### config.mk
export PLATFORM = sky130hd
export DESIGN_NAME = counter_sched
export DESIGN_NICKNAME = d
export VERILOG_FILES = /design/src/rtl/counter_sched.sv
export SDC_FILE = /design/constraint.sdc
export NUM_CORES = 1
export LEC_CHECK = 0
export CAP_MARGIN = 15
export CORE_MARGIN = 4
export CORE_UTILIZATION = 39
export DETAILED_ROUTE_END_ITERATION = 8
export DONT_BUFFER_PORTS = 1
export GPL_ROUTABILITY_DRIVEN = 0
export GPL_TIMING_DRIVEN = 0
export SYNTH_ARGS = -nofsm -noshare
export SYNTH_HDL_FRONTEND = slang
export SYNTH_SLANG_ARGS = --single-unit
### constraint.sdc
create_clock -name clk_i -period 3.5 [get_ports clk_i]
set_input_delay 0.7 -clock clk_i [delete_from_list [all_inputs] [get_ports clk_i]]
set_output_delay 0.7 -clock clk_i [all_outputs]
set_load 0.02 [all_outputs]
### src/rtl/counter_sched.sv
// Command-driven run/config controller for the seconds counter: parses UART bytes,
// divides the clock into ticks, owns the count register and streams count snapshots out.
module counter_sched #(
  parameter int CLK_HZ  = 100000000,
  parameter int TICK_HZ = 1,
  parameter int CNT_W   = 32
) (
  input  logic             clk_i,
  input  logic             rst_i,
  input  logic [7:0]       rx_data_i,
  input  logic             rx_valid_i,
  output logic [7:0]       tx_data_o,
  output logic             tx_valid_o,
  input  logic             tx_ready_i,
  output logic [7:0]       max_o,
  output logic [CNT_W-1:0] count_o,
  output logic             tick_o,
  output logic             running_o,
  output logic             wrap_o
);
  localparam int DIV = CLK_HZ / TICK_HZ;
  localparam int PW  = $clog2(DIV);
  localparam int NB  = CNT_W / 8;
  localparam int BW  = (NB > 1) ? $clog2(NB) : 1;
  localparam logic [PW-1:0] PRE_LAST  = PW'(DIV - 1);
  localparam logic [BW-1:0] BYTE_LAST = BW'(NB - 1);

  typedef enum logic {IDLE, RUN}        run_t;
  typedef enum logic {P_CMD, P_ARG}     parse_t;
  typedef enum logic {TX_IDLE, TX_SEND} tx_t;

  run_t             run_q;
  parse_t           parse_q;
  tx_t              tx_q;
  logic [PW-1:0]    pre_q;
  logic [CNT_W-1:0] snap_q;
  logic [BW-1:0]    idx_q;

  logic cmd, c_start, c_pause, c_clear, c_rep, c_max, arg_ld, at_max;

  // Argument bytes after 'M' never reach the command decoder.
  assign cmd     = rx_valid_i && (parse_q == P_CMD);
  assign arg_ld  = rx_valid_i && (parse_q == P_ARG);
  assign c_start = cmd && (rx_data_i == 8'h53);
  assign c_pause = cmd && (rx_data_i == 8'h50);
  assign c_clear = cmd && (rx_data_i == 8'h43);
  assign c_rep   = cmd && (rx_data_i == 8'h52);
  assign c_max   = cmd && (rx_data_i == 8'h4D);

  assign at_max     = count_o >= CNT_W'(max_o);
  assign running_o  = (run_q == RUN);
  assign tick_o     = running_o && (pre_q == PRE_LAST);
  assign wrap_o     = tick_o && !c_clear && (max_o != 8'd0) && at_max;
  assign tx_valid_o = (tx_q == TX_SEND);
  assign tx_data_o  = snap_q[CNT_W-1 -: 8];

  always_ff @(posedge clk_i or posedge rst_i) begin
    if (rst_i) begin
      run_q   <= IDLE;
      parse_q <= P_CMD;
      pre_q   <= '0;
      count_o <= '0;
      max_o   <= 8'd0;
    end else begin
      case (parse_q)
        P_CMD: if (c_max)  parse_q <= P_ARG;
        P_ARG: if (arg_ld) parse_q <= P_CMD;
        default:           parse_q <= P_CMD;
      endcase
      // New max takes effect after this edge; a tick in this cycle still sees the old one.
      if (arg_ld) max_o <= rx_data_i;

      if (c_clear)
        count_o <= '0;
      else if (tick_o)
        count_o <= ((max_o == 8'd0) || at_max) ? '0 : count_o + CNT_W'(1);

      case (run_q)
        IDLE:    if (c_start) run_q <= RUN;
        RUN:     if (c_pause) run_q <= IDLE;
        default: run_q <= IDLE;
      endcase

      if (c_clear || !running_o || c_pause || tick_o)
        pre_q <= '0;
      else
        pre_q <= pre_q + PW'(1);
    end
  end

  // Snapshot shifts left per accepted byte, so it drains to zero once the report is done.
  always_ff @(posedge clk_i or posedge rst_i) begin
    if (rst_i) begin
      tx_q   <= TX_IDLE;
      snap_q <= '0;
      idx_q  <= '0;
    end else begin
      case (tx_q)
        TX_IDLE: if (c_rep) begin
          snap_q <= count_o;
          idx_q  <= '0;
          tx_q   <= TX_SEND;
        end
        TX_SEND: if (tx_ready_i) begin
          snap_q <= snap_q << 8;
          if (idx_q == BYTE_LAST) tx_q <= TX_IDLE;
          else                    idx_q <= idx_q + BW'(1);
        end
        default: tx_q <= TX_IDLE;
      endcase
    end
  end
endmodule

==> Yosys cells after proc, flatten, opt, wreduce, memory -nomap -nowiden <==
Cells that the tools add are included.
{ "totals": {"memories": 0, "word_cells": 68, "out_inout_bits": 52, "mem_bits_ro": 0, "mem_bits_rw": 0, "latchBits": 0, "register_bits": 104, "inputBits": 12} }
{ "op_classes": {"add_sub_neg": 3, "n_eq_ne": 10, "reduce_logical": 22, "shifts": 0, "order_cmp": 1, "n_div": 0, "bitwise": 3, "n_mul": 0, "muxes": 21} }
{ "op_table": {"columns": ["cell", "n"], "rows": [
  ["$mux 32", 5],
  ["$pmux 32 s2", 1],
  ["$eq 8x7->1 const B", 5],
  ["$add 32x1->32 const B", 1],
  ["$ge 32x8->1", 1],
  ["$add 27x1->27 const B", 1],
  ["$eq 27x27->1 const B", 1],
  ["$mux 27", 1],
  ["$logic_and 1x1->1", 11],
  ["$logic_not 8->1", 1],
  ["$reduce_bool 8->1", 1],
  ["$mux 1", 7],
  ["$mux 2", 3],
  ["$ne 2x2->1 const B", 3],
  ["$pmux 1 s2", 3],
  ["$logic_or 1x1->1", 4],
  ["$pmux 2 s2", 1],
  ["$not 1->1", 3],
  ["$reduce_and 3->1", 1],
  ["$add 2x1->2 const B", 1],
  ["$eq 2x2->1 const B", 1],
  ["$logic_not 1->1", 2],
  ["$reduce_and 2->1", 1],
  ["$reduce_bool 2->1", 1]
]} }

==> Depth between registers and ports, before layout <==
Gate-level depths: netlist of the first run.
{ "logic_depth": {"word_depth": 7, "ltp_mapped": 9, "mapped_depth_nobuf": 8} }

==> Worst setup path after synthesis of the first run <==
Ideal clock, no wire load.
{ "synth_path": {"path_type": "reg2out", "from": "register pre_q[11]", "to": "output port wrap_o", "required_time_ns": 2.800, "n_path_buf": 1, "path_stages_with_launch": 7, "arrival_time_ns": 2.304, "path_slack_ns": 0.496, "path_cell_list": "dfrtp_1 > or4_1 > or4_4 > nor4_4 > nand2_2 > buf_6 > and2b_2"} }
{ "synth_via": {"elab_chain_len": 5} }
{ "synth_rtl": {"columns": ["item", "line_no", "rtl"], "rows": [
  ["start, declared", "35", "logic [PW-1:0] pre_q;"],
  ["start signal, assigned", "87", "pre_q <= pre_q + PW'(1);"],
  ["$eq 27x27->1", "52", "assign tick_o = running_o && (pre_q == PRE_LAST);"],
  ["$logic_and 1x1->1", "52", null],
  ["via tick_o", "17", "output logic tick_o,"],
  ["$logic_and 1x1->1 (3 in a row)", "53", "assign wrap_o = tick_o && !c_clear && (max_o != 8'd0) && at_max;"],
  ["end, declared", "19", "output logic wrap_o"]
]} }
The timed path passes the listed nets, and every way through them passes these cells.

==> Worst setup path after layout of the first run <==
{ "layout_path": {"from": "register pre_q[9]", "to": "output port wrap_o"} }
The elaborated chain is that of the path after synthesis.

==> results of run 1 <==
## metal layers
| metal | vias to the layer above | global-route usage [%] | part of all wire [%] |
|---|---|---|---|
| li1 | 1654 | - | - |
| met1 | 1730 | 22.0 | 44 |
| met2 | 68 | 25.7 | 47 |
| met3 | 26 | 5.99 | 5.9 |
| met4 | 0 | 6.80 | 2.9 |
| met5 | - | 0 | 0 |
## worst max-delay path, stage by stage (launching register included)
cell and delay, ns:
dfrtp_1 0.38, or4_1 0.51, or4_4 0.44, nor4_4 0.46, nand2_2 0.12, buf_6 0.15, and2b_2 0.27
## final cells by class
| type | instances | share of cell area (%) |
|---|---|---|
| Tap cell | 168 | 3.81 |
| Clock buffer | 10 | 4.15 |
| Inverter | 16 | 1.13 |
| Clock inverter | 6 | 0.816 |
| Buffer | 26 | 2.79 |
| Multi-Input combinational cell | 317 | 38.3 |
| Timing Repair Buffer | 11 | 1.86 |
| Sequential cell | 104 | 47.2 |
## power by group through the flow
stage / Clock [mW] / Combinational [mW] / Sequential, mW
global placement: 0 / 0.178 / 1.29
detailed placement: 0 / 0.189 / 1.29
finish: 0.940 / 0.187 / 1.27
global route: 1.01 / 0.210 / 1.27
CTS: 0.960 / 0.189 / 1.27
floorplan: 0 / 0.144 / 1.28
## synthesized netlist by cell type (all sizes together)
| master | instances | area (sq um) |
|---|---|---|
| nor4 | 16 | 136 |
| a211o | 5 | 43.8 |
| nand2 | 53 | 204 |
| nor2b | 1 | 6.26 |
| o41ai | 1 | 8.76 |
| and4b | 1 | 10.0 |
| buf | 15 | 113 |
| o21a | 1 | 7.51 |
| nor4b | 6 | 52.6 |
| or2 | 3 | 18.8 |
| o21ai | 29 | 145 |
| o31ai | 2 | 15.0 |
| mux2i | 26 | 260 |
| a21o | 2 | 15.0 |
| a21oi | 4 | 20.0 |
| nor3 | 6 | 30.0 |
| and2 | 24 | 151 |
| nand2b | 4 | 25.0 |
| nor2 | 34 | 130 |
| or4 | 5 | 41.3 |
| nand4 | 5 | 31.3 |
| ha | 11 | 138 |
| and3 | 9 | 57.6 |
| xor2 | 15 | 131 |
| mux2 | 8 | 90.1 |
| clkbuf | 11 | 41.3 |
| o31a | 1 | 8.76 |
| and2b | 1 | 8.76 |
| a311o | 1 | 10.0 |
| a211oi | 1 | 7.51 |
| xnor2 | 11 | 96.3 |
| a22o | 11 | 96.3 |
| dfrtp | 104 | 2600 |
| inv | 16 | 60.1 |
| nand3 | 20 | 100 |
## final timing paths
| check | from | to | slack (ns) | cells after the start |
|---|---|---|---|---|
| worst max-delay path | pre_q[9]$_DFF_PP0_ | wrap_o | 0.12 | 6 |
| worst min-delay path | rst_i | running_o$_DFF_PP0_ | 0.30 | 1 |
| worst max register to register | pre_q[9]$_DFF_PP0_ | count_o[8]$_DFFE_PP0P_ | 0.19 | 13 |
| worst min register to register | snap_q[29]$_DFFE_PP0P_ | snap_q[29]$_DFFE_PP0P_ | 0.48 | 2 |
| max in group asynchronous | rst_i | snap_q[27]$_DFFE_PP0P_ | 2.51 | 2 |
| min in group clk_i | rx_valid_i | parse_q$_DFF_PP0_ | 0.48 | 1 |
## state kept, by name, indices dropped and copies added, names as in the netlist
name and cells:
pre_q 27, count_o 32, parse_q 1, running_o 1, snap_q 32, max_o 8, idx_q 2, tx_valid_o 1
## logic make-up (layout without fill, tap and decap cells)
kind of cell / after synthesis / after routing / synth area share (%)
xor gates and xnor gates: 26 / 26 / 4.63
and+or+nand+nor: 188 / 188 / 20.4
DFF: 104 / 104 / 53.0
muxes: 34 / 34 / 7.13
AOI/OAI and AO/OA: 58 / 58 / 7.69
adders and majority gates: 11 / 11 / 2.80
buffers and inverters: 42 / 69 / 4.35
## timing repair
| action | CTS | global route |
|---|---|---|
| endpoints found under the setup margin | 1 | 5 |
| hold endpoints to repair | 0 | 0 |
| gates resized for setup | 0 | 5 |
| setup buffers | 11 | 0 |
| pin swaps | 3 | 2 |
| hold buffers | 0 | 0 |
==> metrics.yaml, run 1 <==
drv_slew: 0
fin_ws_ns: 0.118
final_cell_mix: "102 x dfrtp_1, 51 x nand2_1, 33 x nor2_1, 27 x o21ai_0, 26 x mux2i_1"
initial_core_util_pct: 40.4
p_sw_share_pct: 25.6
synth_seq_cells: 104
start_kind: "flop"
hpwl_um: 8170
finalNetCount: 508
antenna_found_initial: 0
fillers: 1156
drive_gt1_share_pct: 13.7
fin_crit_ns: 3.38
place_inst: 632
finalSetupTns_ns: 0
design.die.area_sq_mm: 0.0145
grt.total_usage_pct: 16.9
routed_wl_um: 11400
rsz0062_at_grt: "no"
synth_fp_nets: 486
combPwrFrac_pct: 7.8
cellPowerDensity_mw_per_mm2: 434
clk-insertion-delay-late_ns: 0.35
fp.dieW_um: 120
wl_per_cell_um: 17.3
layout_commonest_cell: "dfrtp_1"
setup_viol: 0
port_buffers: 0
power_mw: 2.39
crit_required_ns: 2.80
max_slew_margin_pct: 51.0
cp-end-kind: "primary output"
syn_area_sq_mm: 0.00491
antenna_left: 0
seq_power_share_pct: 52.9
hold_class: "in -> async"
diodes: 0
ir_worst_vdd_mv: 0.205
std_cell_rows: 40
cts_max_level: 3
grt_first_pass_wirelength_um: 19200
crit_arrival_ns: 2.68
dieHeight_um: 120
netSwitchingPower_mw: 0.613
drc: 0
synth.avg_cell_area_sq_um: 10.6
dr.pass1.iters: 4
cts_buffers: 9
drv_cap: 0
coreArea_sq_mm: 0.0122
multi_input_area_sq_mm: 0.00211
seq_area_frac_synth_pct: 53.0
cts_buffer_depth: 2
post-place-ws_ns: 0.239
finalClockSkew_ns: 0.00779
ios: 64
ys_warn_count: 0
crit_type: "reg -> out"
grt_pass1_vias: 3573
tightestPinTransition_ns: 0.735
hold_violations: 0
vias: 3478
clock_power_share_pct: 39.3
cts_tree: "built"
root_buffer: "clkbuf_16"
final_cell_area_sq_mm: 0.00552
fin_crit_sh_pct: 96.6
instances_no_fill: 658
cts_sinks: 104
area_growth_pct: 12.4
holdWs_ns: 0.303
via_per_inst: 5.29
ys_types: 46
status: "completed"
leakage_nw: 2.43
placed_area_sq_mm: 0.00515
seqCellArea_sq_mm: 0.00261
synthCells: 463
finish.utilization_pct: 45.4
overflow: 0
clock.fmax_ghz: 0.296
path_max_fanout: 3
drt_iter0_markers: 196
p_int_mw: 1.78
clk_pin_slew_ns: 0.07
grt_max_degree: 59
(Power assumes the default switching activity.)
==> inputs of run 2 (changes only) <==
--- a/config.mk
+++ b/config.mk
@@ -6,6 +6,7 @@
 export NUM_CORES = 1
 export LEC_CHECK = 0
 export CAP_MARGIN = 15
+export CORE_ASPECT_RATIO = 2
 export CORE_MARGIN = 4
 export CORE_UTILIZATION = 39
 export DETAILED_ROUTE_END_ITERATION = 8
==> run 2 against run 1 <==
Against the previous run:
- hold slack improved by 0.0032 ns
- non-clock buffer count decreased by 3
- count of clock-buffer cells in the layout unchanged
- via count decreased by 0.20%
- flip-flop and latch count unchanged
- sequential power about the same
- highest routed layer unchanged
- global-route usage increased by 0.77 points
- routed wire length increased by 7.6%
- register-to-register slack improved by 0.65 ns
- clock skew decreased by 0.0020 ns
- clock power increased by 2%
- critical path depth unchanged
==> metrics.yaml, run 2 (synthesis gave the netlist of run 1 again) <==
netSwitchingPower_mw: 0.624
grt_max_degree: 57
crit_arrival_ns: 2.67
layout_commonest_cell: "dfrtp_1"
seqCellArea_sq_mm: 0.00261
std_cell_rows: 57
place_inst: 611
finalClockSkew_ns: 0.00582
grt_pass1_vias: 3602
crit_type: "reg -> out"
drc: 0
clk-insertion-delay-late_ns: 0.34
final_cell_area_sq_mm: 0.00546
reg.largest.list: "count_o x32, snap_q x32, pre_q x27"
path_depth: 6
status: "completed"
hold_class: "in -> async"
design.die.area_sq_mm: 0.0146
combPwrFrac_pct: 7.7
finalNetCount: 505
dieHeight_um: 167
port_buffers: 0
hpwl_um: 9340
vias: 3471
fillers: 1170
drv_cap: 0
finalSetupTns_ns: 0
overflow: 0
fin_crit_ns: 3.37
ir_worst_vdd_mv: 0.344
grt.total_usage_pct: 17.6
max_slew_margin_pct: 36.7
hold_violations: 0
routed_wl_um: 12300
r2r_cells: 7
wl_per_cell_um: 19.3
final_cell_mix: "102 x dfrtp_1, 51 x nand2_1, 33 x nor2_1, 27 x o21ai_0, 26 x mux2i_1"
antenna_left: 0
crit_path_cell_trace: "or4_1 > or4_4 > nor4_4 > nand2_2 > buf_6 > and2b_2"
start_kind: "flop"
tightestPinTransition_ns: 0.937
cts_max_level: 3
clk_pin_slew_ns: 0.07
fp.dieW_um: 87.4
via_per_inst: 5.47
antenna_found_initial: 0
diodes: 0
dr.pass1.iters: 4
path_max_fanout: 3
initial_core_util_pct: 40.1
cellPowerDensity_mw_per_mm2: 442
area_growth_pct: 11.2
finish.utilization_pct: 44.5
setup_viol: 0
crit_buf_inv: 1
drive_gt1_share_pct: 12.5
grt_first_pass_wirelength_um: 19800
cts_sinks: 104
drt_iter0_markers: 164
drv_slew: 0
p_int_mw: 1.79
ios: 64
cpMaxStageDelayCell: "or4_1"
clock_power_share_pct: 39.6
leakage_nw: 2.43
multi_input_area_sq_mm: 0.00210
fin_crit_sh_pct: 96.3
crit_required_ns: 2.80
holdWs_ns: 0.306
cpLargestDelayFamily: "simple AND/OR/NAND/NOR gates"
seq_power_share_pct: 52.6
placed_area_sq_mm: 0.00513
instances_no_fill: 634
cts_buffers: 9
cp-end-kind: "primary output"
root_buffer: "clkbuf_16"
critPathMaxStageDelay_ns: 0.51
clock.fmax_ghz: 0.297
coreArea_sq_mm: 0.0123
cts_tree: "built"
p_sw_share_pct: 25.9
cts_buffer_depth: 2
-- run 2: cell types whose count changed in the layout (fill, tap and decap cells not counted), sizes merged --
cell | previous run | this run
buf | 26 | 23
clkinvlp | 3 | 1
inv | 17 | 19
-- run 2: path summary, 6_finish.rpt --
path                                             start                endpoint  slack (ns)
worst max-delay path                pre_q[9]$_DFF_PP0_                  wrap_o        0.13
worst min-delay path                             rst_i  count_o[4]$_DFFE_PP0P_        0.31
worst max register to register      pre_q[9]$_DFF_PP0_     pre_q[14]$_DFF_PP0_        0.84
worst min register to register  snap_q[29]$_DFFE_PP0P_  snap_q[29]$_DFFE_PP0P_        0.49
max in group asynchronous                        rst_i    max_o[7]$_DFFE_PP0P_        2.47
min in group clk_i                          rx_valid_i       parse_q$_DFF_PP0_        0.46
-- run 2: power by group through the flow --
stage	combinational (mW)	clock, mW	sequential (mW)
floorplan	0.144	0	1.28
global placement	0.179	0	1.29
detailed placement	0.189	0	1.29
CTS	0.190	0.978	1.27
global route	0.210	1.03	1.27
finish	0.187	0.956	1.27
-- run 2: per-layer routing --
| metal | vias to the layer above | track usage [%] | wire [um] |
|---|---|---|---|
| li1 | 1652 | - | - |
| met1 | 1708 | 17.5 | 4200 |
| met2 | 87 | 33.0 | 6970 |
| met3 | 24 | 4.84 | 665 |
| met4 | 0 | 7.15 | 426 |
| met5 | - | 0 | 0 |
-- run 2: final cells by class --
cell class | count | share of cell area (%)
flip-flops and latches | 104 | 47.7
multi-input cells | 317 | 38.4
clock buffers | 10 | 4.19
well taps | 147 | 3.37
plain buffers | 26 | 2.82
repair buffers | 8 | 1.47
inverters | 16 | 1.15
clock inverters | 6 | 0.939
-- run 2: timing repair --
item | CTS | global route
buffers inserted | 4 | 3
hold buffers | 0 | 0
endpoints found under the hold margin | 0 | 0
resized for setup | 0 | 2
endpoints found under the setup margin | 1 | 1
pin swaps | 3 | 2
-- run 2: per-stage QoR --
step | total power [mW] | setup WS (ns)
global placement | 1.47 | -1.00
CTS | 2.44 | 0.0207
finish | 2.41 | 0.131
detailed placement | 1.48 | 0.257
global route | 2.52 | -0.00149
floorplan | 1.42 | 0.0678
==> inputs of run 3 (changes only) <==
--- a/config.mk
+++ b/config.mk
@@ -11,7 +11,6 @@
 export CORE_UTILIZATION = 39
 export DETAILED_ROUTE_END_ITERATION = 8
 export DONT_BUFFER_PORTS = 1
-export GPL_ROUTABILITY_DRIVEN = 0
 export GPL_TIMING_DRIVEN = 0
 export SYNTH_ARGS = -nofsm -noshare
 export SYNTH_HDL_FRONTEND = slang
==> results of run 3 <==
No change in the layout: final DEF, timing and power equal those of run 2.
==> patch 1 (settings of run 2) <==
Set the parameter `CNT_W` to 64 (it was 32).
--- a/src/rtl/counter_sched.sv
+++ b/src/rtl/counter_sched.sv
@@ -4,5 +4,5 @@
   parameter int CLK_HZ  = 100000000,
   parameter int TICK_HZ = 1,
-  parameter int CNT_W   = 32
+  parameter int CNT_W   = 64
 ) (
   input  logic             clk_i,
Interface: changed (resized count_o); port bits go from 64 to 96. The function was not compared with the original's and may differ.
==> patch 1 against run 2 <==
  * Utilization increased by 0.48 points
  * Final area increased by 55%
  * Via count increased by 49%
  * First-iteration DRC count increased by 57%
  * Setup slack improved by 0.012 ns
  * Sequential share of layout area increased by 2.2 points
  * Sequential cell count increased by 65
  * Global-route usage increased by 1.0 points
  * Clock power increased by 90%
  * Hold slack got worse by 0.11 ns
  * Total power increased by 69%
  * Synthesized cell count increased by 47%
  * Synthesized area increased by 53%
  * Critical path type unchanged
  * Highest routed layer unchanged
  * Routed wire length increased by 59%
==> patch 1: results (changes against run 2) <==
Setup path
  – Capture point of the worst reg-to-reg path: count_o[37]
  – Worst r2r path cells: 8 (+1)
  – Crit path from: max_o[7]
  – WP data arrival: 2.66 ns (about the same)
  – Internal reg-to-reg setup slack: 0.96 ns (+0.12 ns)
  – FF-to-FF Start: pre_q[0]
  – Crit Path Max Fanout: 10 (+7)

Cells and area
  – FILL cells: 1,752 (+50%)
  – Top Registers: count_o (64), snap_q (64), pre_q (27)

Route
  – Met1 Routed Length: 6660 µm (+59%)
  – Initial drt markers: 257 (+57%)
  – WL/cell: 20.1 µm (+4.2%)
  – Met3 wire length: 960 µm (+44%)
  – Met2 WL: 11,300 µm (+62%)

Synthesis
  – Ys async rst share: 1.00 (unchanged)
  – Mux contribution to synthesized area: 0.0882 (+0.0169)
  – Xor/xnor share of the synthesized area: 0.0362 (-0.0101)
  – Synth top area cells: dfrtp_1 (56%), mux2i_1 (7.6%), and2_1 (4.7%)
  – Distinct cell type count of the synthesized netlist: 42 (-8.7%)
  – Synth Area in Compound Gates: 0.0736 (-0.00327)
  – Commonest cells in the netlist: dfrtp_1 (169), nand2_1 (76), mux2i_1 (57)
  – Seq/Total Area, Yosys: 0.564 (+0.0347)
  – Mapped Nets: 703 (+45%)
  – Adder-Cell Fraction of Synth Area: 0.0200 (-0.00797)

Place
  – Placed Area: 7900 µm² (+54%)
  – Pre-CTS setup slack: 0.325 ns (+0.0682 ns)
  – Hpwl dp: 15,000 µm (+60%)

Global route
  – Pin count of the biggest net entering global routing: 46 (-19%)
  – First-pass GRT wire length: 30,800 µm (+56%)

Clock tree
  – H-tree levels: 4 (+1)
  – # resized after CTS: 3 (+3)
  – CTS buffer count: 17 (+8)
  – Clock latency on the worst-skew pair: 0.42 ns (+0.08 ns)
  – Setup bufs post-CTS: 0 (-4)

Power and ir drop
  – Leakage: 3.61 nW (+48%)
  – VDD IR max: 273 µV (-21%)

Outcome
  – Outcome: completed

STA
  – Layout Skew: 0.0108 ns (+0.00500 ns)
  – Slew headroom: 0.504 (+0.138)
[patch 1: changes by cell type in the layout (fill, tap and decap cells not counted), sizes merged, moves of 6 or more]
cell	delta
nand4	+7
o21ai	+30
nand2	+23
nor2	+8
mux2i	+31
nor4b	-6
and2	+32
o31ai	+7
clkbuf	+19
xnor2	+10
dfrtp	+65
[patch 1: cells by family (layout without fill, tap and decap cells)]
| kind of cell | Yosys count | in the layout |
|---|---|---|
| and+or+nand+nor | 253 | 253 |
| DFF | 169 | 169 |
| AOI/OAI and AO/OA | 90 | 90 |
| muxes | 65 | 65 |
| buffers and inverters | 59 | 92 |
| xor gates and xnor gates | 31 | 31 |
| adders and majority gates | 12 | 12 |
[patch 1: report_power, final]
group	leakage, nW	switching [W]	internal (W)
Combinational	0.988	0.000140	0.0000877
Clock	0.271	0.000745	0.00107
Sequential	2.35	0.0000412	0.00198
[patch 1: how the worst min path moves through the flow]
stage,from,to,slack (ns),depth (start not counted)
6_report,rst_i,count_o[33],0.19,1
5_1_grt,rst_i,count_o[31],0.21,1
4_1_cts,rst_i,count_o[31],0.20,1
3_5_place_dp,snap_q[56],snap_q[56],0.47,2
3_3_place_gp,pre_q[0],pre_q[0],0.46,1
2_1_floorplan,pre_q[0],pre_q[0],0.44,1
[patch 1: worst max-delay path: stages, from the launching register on]
cell	delay, ns
dfrtp_1	0.54
inv_1	0.10
ha_1	0.36
a211oi_1	0.22
nand4_1	0.14
a41oi_1	0.25
nand3_2	0.26
and3_1	0.37
[patch 1: through the flow]
step / util / std cells
floorplan: - / 679
global placement: 0.415 / 934
detailed placement: 0.419 / 938
CTS: 0.450 / 967
global route: 0.450 / 967
finish: 0.450 / 967
[patch 1: layout make-up]
| cell class | count | share of cell area |
|---|---|---|
| Tap cell | 255 | 0.0376 |
| Clock inverter | 8 | 0.0117 |
| Multi-Input combinational cell | 451 | 0.348 |
| Buffer | 42 | 0.0317 |
| Inverter | 17 | 0.00797 |
| Timing Repair Buffer | 4 | 0.00945 |
| Clock buffer | 21 | 0.0543 |
| Sequential cell | 169 | 0.499 |
[patch 1: per-layer routing]
layer / up-vias / GRT usage
li1: 2377 / -
met1: 2617 / 0.181
met2: 133 / 0.368
met3: 39 / 0.0477
met4: 0 / 0.0695
met5: - / 0
==> patch 2 (config.mk and constraints of run 2) <==
Made on the original files. Reset style: synchronous (`rst_i`), changed in 2 clocked blocks.
--- a/src/rtl/counter_sched.sv
+++ b/src/rtl/counter_sched.sv
@@ -55,5 +55,5 @@
   assign tx_data_o  = snap_q[CNT_W-1 -: 8];
 
-  always_ff @(posedge clk_i or posedge rst_i) begin
+  always_ff @(posedge clk_i) begin
     if (rst_i) begin
       run_q   <= IDLE;
@@ -90,5 +90,5 @@
 
   // Snapshot shifts left per accepted byte, so it drains to zero once the report is done.
-  always_ff @(posedge clk_i or posedge rst_i) begin
+  always_ff @(posedge clk_i) begin
     if (rst_i) begin
       tx_q   <= TX_IDLE;
Function: differs if rst_i is asserted again (counterexample within 4 cycles, from zero or initial values and one cycle with rst_i high); with rst_i held inactive, the same outputs for 10 cycles.
==> patch 2 against run 2 <==
  * Synthesized area increased by 5.2%
  * Via count rose by 30%
  * Final area grew 3.8%
  * Routed wire length increased by 19%
  * Global-route usage grew 2.0 points
  * Setup slack improved by 0.19 ns
  * Sequential cell count unchanged
  * Critical path type unchanged
Power is not compared: it rests on default switching activity, and its combinational part moved more than twofold at a synthesized area within 25%.
==> patch 2: results (changes against run 2) <==
Outcome
  – Outcome: completed

Clock tree
  – # resized after CTS: 0 (unchanged)
  – Setup bufs post-CTS: 0 (-4)
  – Clock latency on the worst-skew pair: 0.34 ns (about the same)
  – Hold buffers post-CTS: 0 (unchanged)
  – Worst-path clk slew: 0.07 ns (about the same)
  – Clock Tree Buf Depth: 2 (unchanged)
  – Root Driver: clkbuf_16

STA
  – Worst hold slack: 0.461 ns (+0.155 ns)
  – Worst slew pin tran: 0.990 ns (+0.0537 ns)
  – Layout Skew: 0.00535 ns (-0.000468 ns)

Cells and area
  – Final cell count without fillers: 767 (+21%)
  – FILL cells: 1,299 (+11%)
  – Nets: 634 (+26%)
  – Share of cells above drive strength 1: 0.0732 (-0.0521)
  – Sequential cell area: 2080 µm² (-20%)

Synthesis
  – Synth top area cells: dfxtp_1 (40%), nor2_1 (5.2%), mux2i_1 (4.8%)
  – Mapped Avg Cell Area: 8.62 µm² (-19%)
  – Mapped Nets: 623 (+28%)
  – Distinct cell type count of the synthesized netlist: 53 (+15%)
  – Top_reg_cell synth: dfxtp_1
  – Seq/Total Area, Yosys: 0.403 (-0.127)
  – Ys async rst share: 0 (-1.00)
  – Commonest cells in the netlist: dfxtp_1 (104), nor2_1 (71), nand2_1 (32)
  – EDFF count, synth: 0 (unchanged)

Power and ir drop
  – Cell Int Power: 0.00180 W
  – Leakage: 1.71 nW
  – Comb pwr: 0.0000310 W
  – VDD IR max: 279 µV
  – NetSw: 0.000456 W

Global route
  – Vias in the first global route: 4,600 (+28%)
  – First-pass GRT wire length: 23,200 µm (+17%)
  – Pin count of the biggest net entering global routing: 16 (-72%)
  – Overall fraction of global-route tracks in use: 0.197 (+0.0203)
  – Initial antenna violation count: 0 (unchanged)

Place
  – Placed Cells: 752 (+23%)
  – Port Buffers: 0 (unchanged)
  – Hpwl dp: 11,000 µm (+18%)
  – Placed Area: 5360 µm² (+4.6%)
  – Pre-CTS setup slack: 0.319 ns (+0.0621 ns)

Route
  – Initial drt markers: 289 (+76%)
  – Drt pass-1 iters: 5 (+1)
  – Via Count: 4,497 (+30%)
  – Routed WL: 14,500 µm (+19%)

Setup path
  – Crit Path Max Fanout: 6 (+3)
  – FF-to-FF Start: count_o[2]
  – Worst r2r path cells: 7 (unchanged)
  – WP data arrival: 2.48 ns (-0.19 ns)
  – Capture point of the worst reg-to-reg path: count_o[31]
  – Internal reg-to-reg setup slack: 0.71 ns (-0.13 ns)

Worst hold path
  – Worst hold stages: 1
  – HP Class: flip-flop to flip-flop
[patch 2: changes by cell type in the layout (fill, tap and decap cells not counted), sizes merged, moves of 13 or more]
cell and change:
nor2 +37, xnor2 +13, o21ai -14, dfxtp +104
or3 +16, a21oi +27, and2 -18, dfrtp -104
nand4 +23, a211oi +24, a22oi +23, nand2 -21
[patch 2: metal layers]
| layer | part of all wire | track usage | up-vias |
|---|---|---|---|
| met4 | 0.033 | 0.0979 | 0 |
| met1 | 0.34 | 0.184 | 2134 |
| met2 | 0.55 | 0.366 | 139 |
| met5 | 0 | 0 | - |
| met3 | 0.077 | 0.0636 | 35 |
| li1 | - | - | 2189 |
[patch 2: cells by family (layout without fill, tap and decap cells)]
family / Yosys count / after routing / share of synthesized area
simple gates: 250 / 250 / 0.264
mux: 26 / 26 / 0.0506
buf+inv: 64 / 79 / 0.0561
fa+ha+maj: 11 / 11 / 0.0266
flops: 104 / 104 / 0.403
xor+xnor: 41 / 41 / 0.0694
compound gates: 104 / 104 / 0.130
[patch 2: final cells by class]
cell class	instances	area share
inverter	20	0.0132
buffer	44	0.0380
tap	152	0.0335
clock inverter	2	0.00662
clock buffer	13	0.0477
multi-input combinational	432	0.494
sequential	104	0.367
[patch 2: worst max-delay path by stage]
stage,start,end,slack [ns],depth (start not counted)
final,pre_q[17],wrap_o,0.32,5
after global routing,pre_q[17],wrap_o,0.20,5
after CTS,pre_q[17],wrap_o,0.31,5
after detailed placement,rx_data_i[2],count_o[23],0.32,6
after global placement,rx_data_i[2],pre_q[22],0.31,6
after floorplan,rx_data_i[2],wrap_o,0.74,3
[patch 2: critical path, cell delays in order, from the launching register on]
cell and delay, ns:
dfxtp_1 0.36, or4b_1 0.58, nor4_4 0.40, and3_1 0.20, buf_2 0.22, and4b_1 0.38
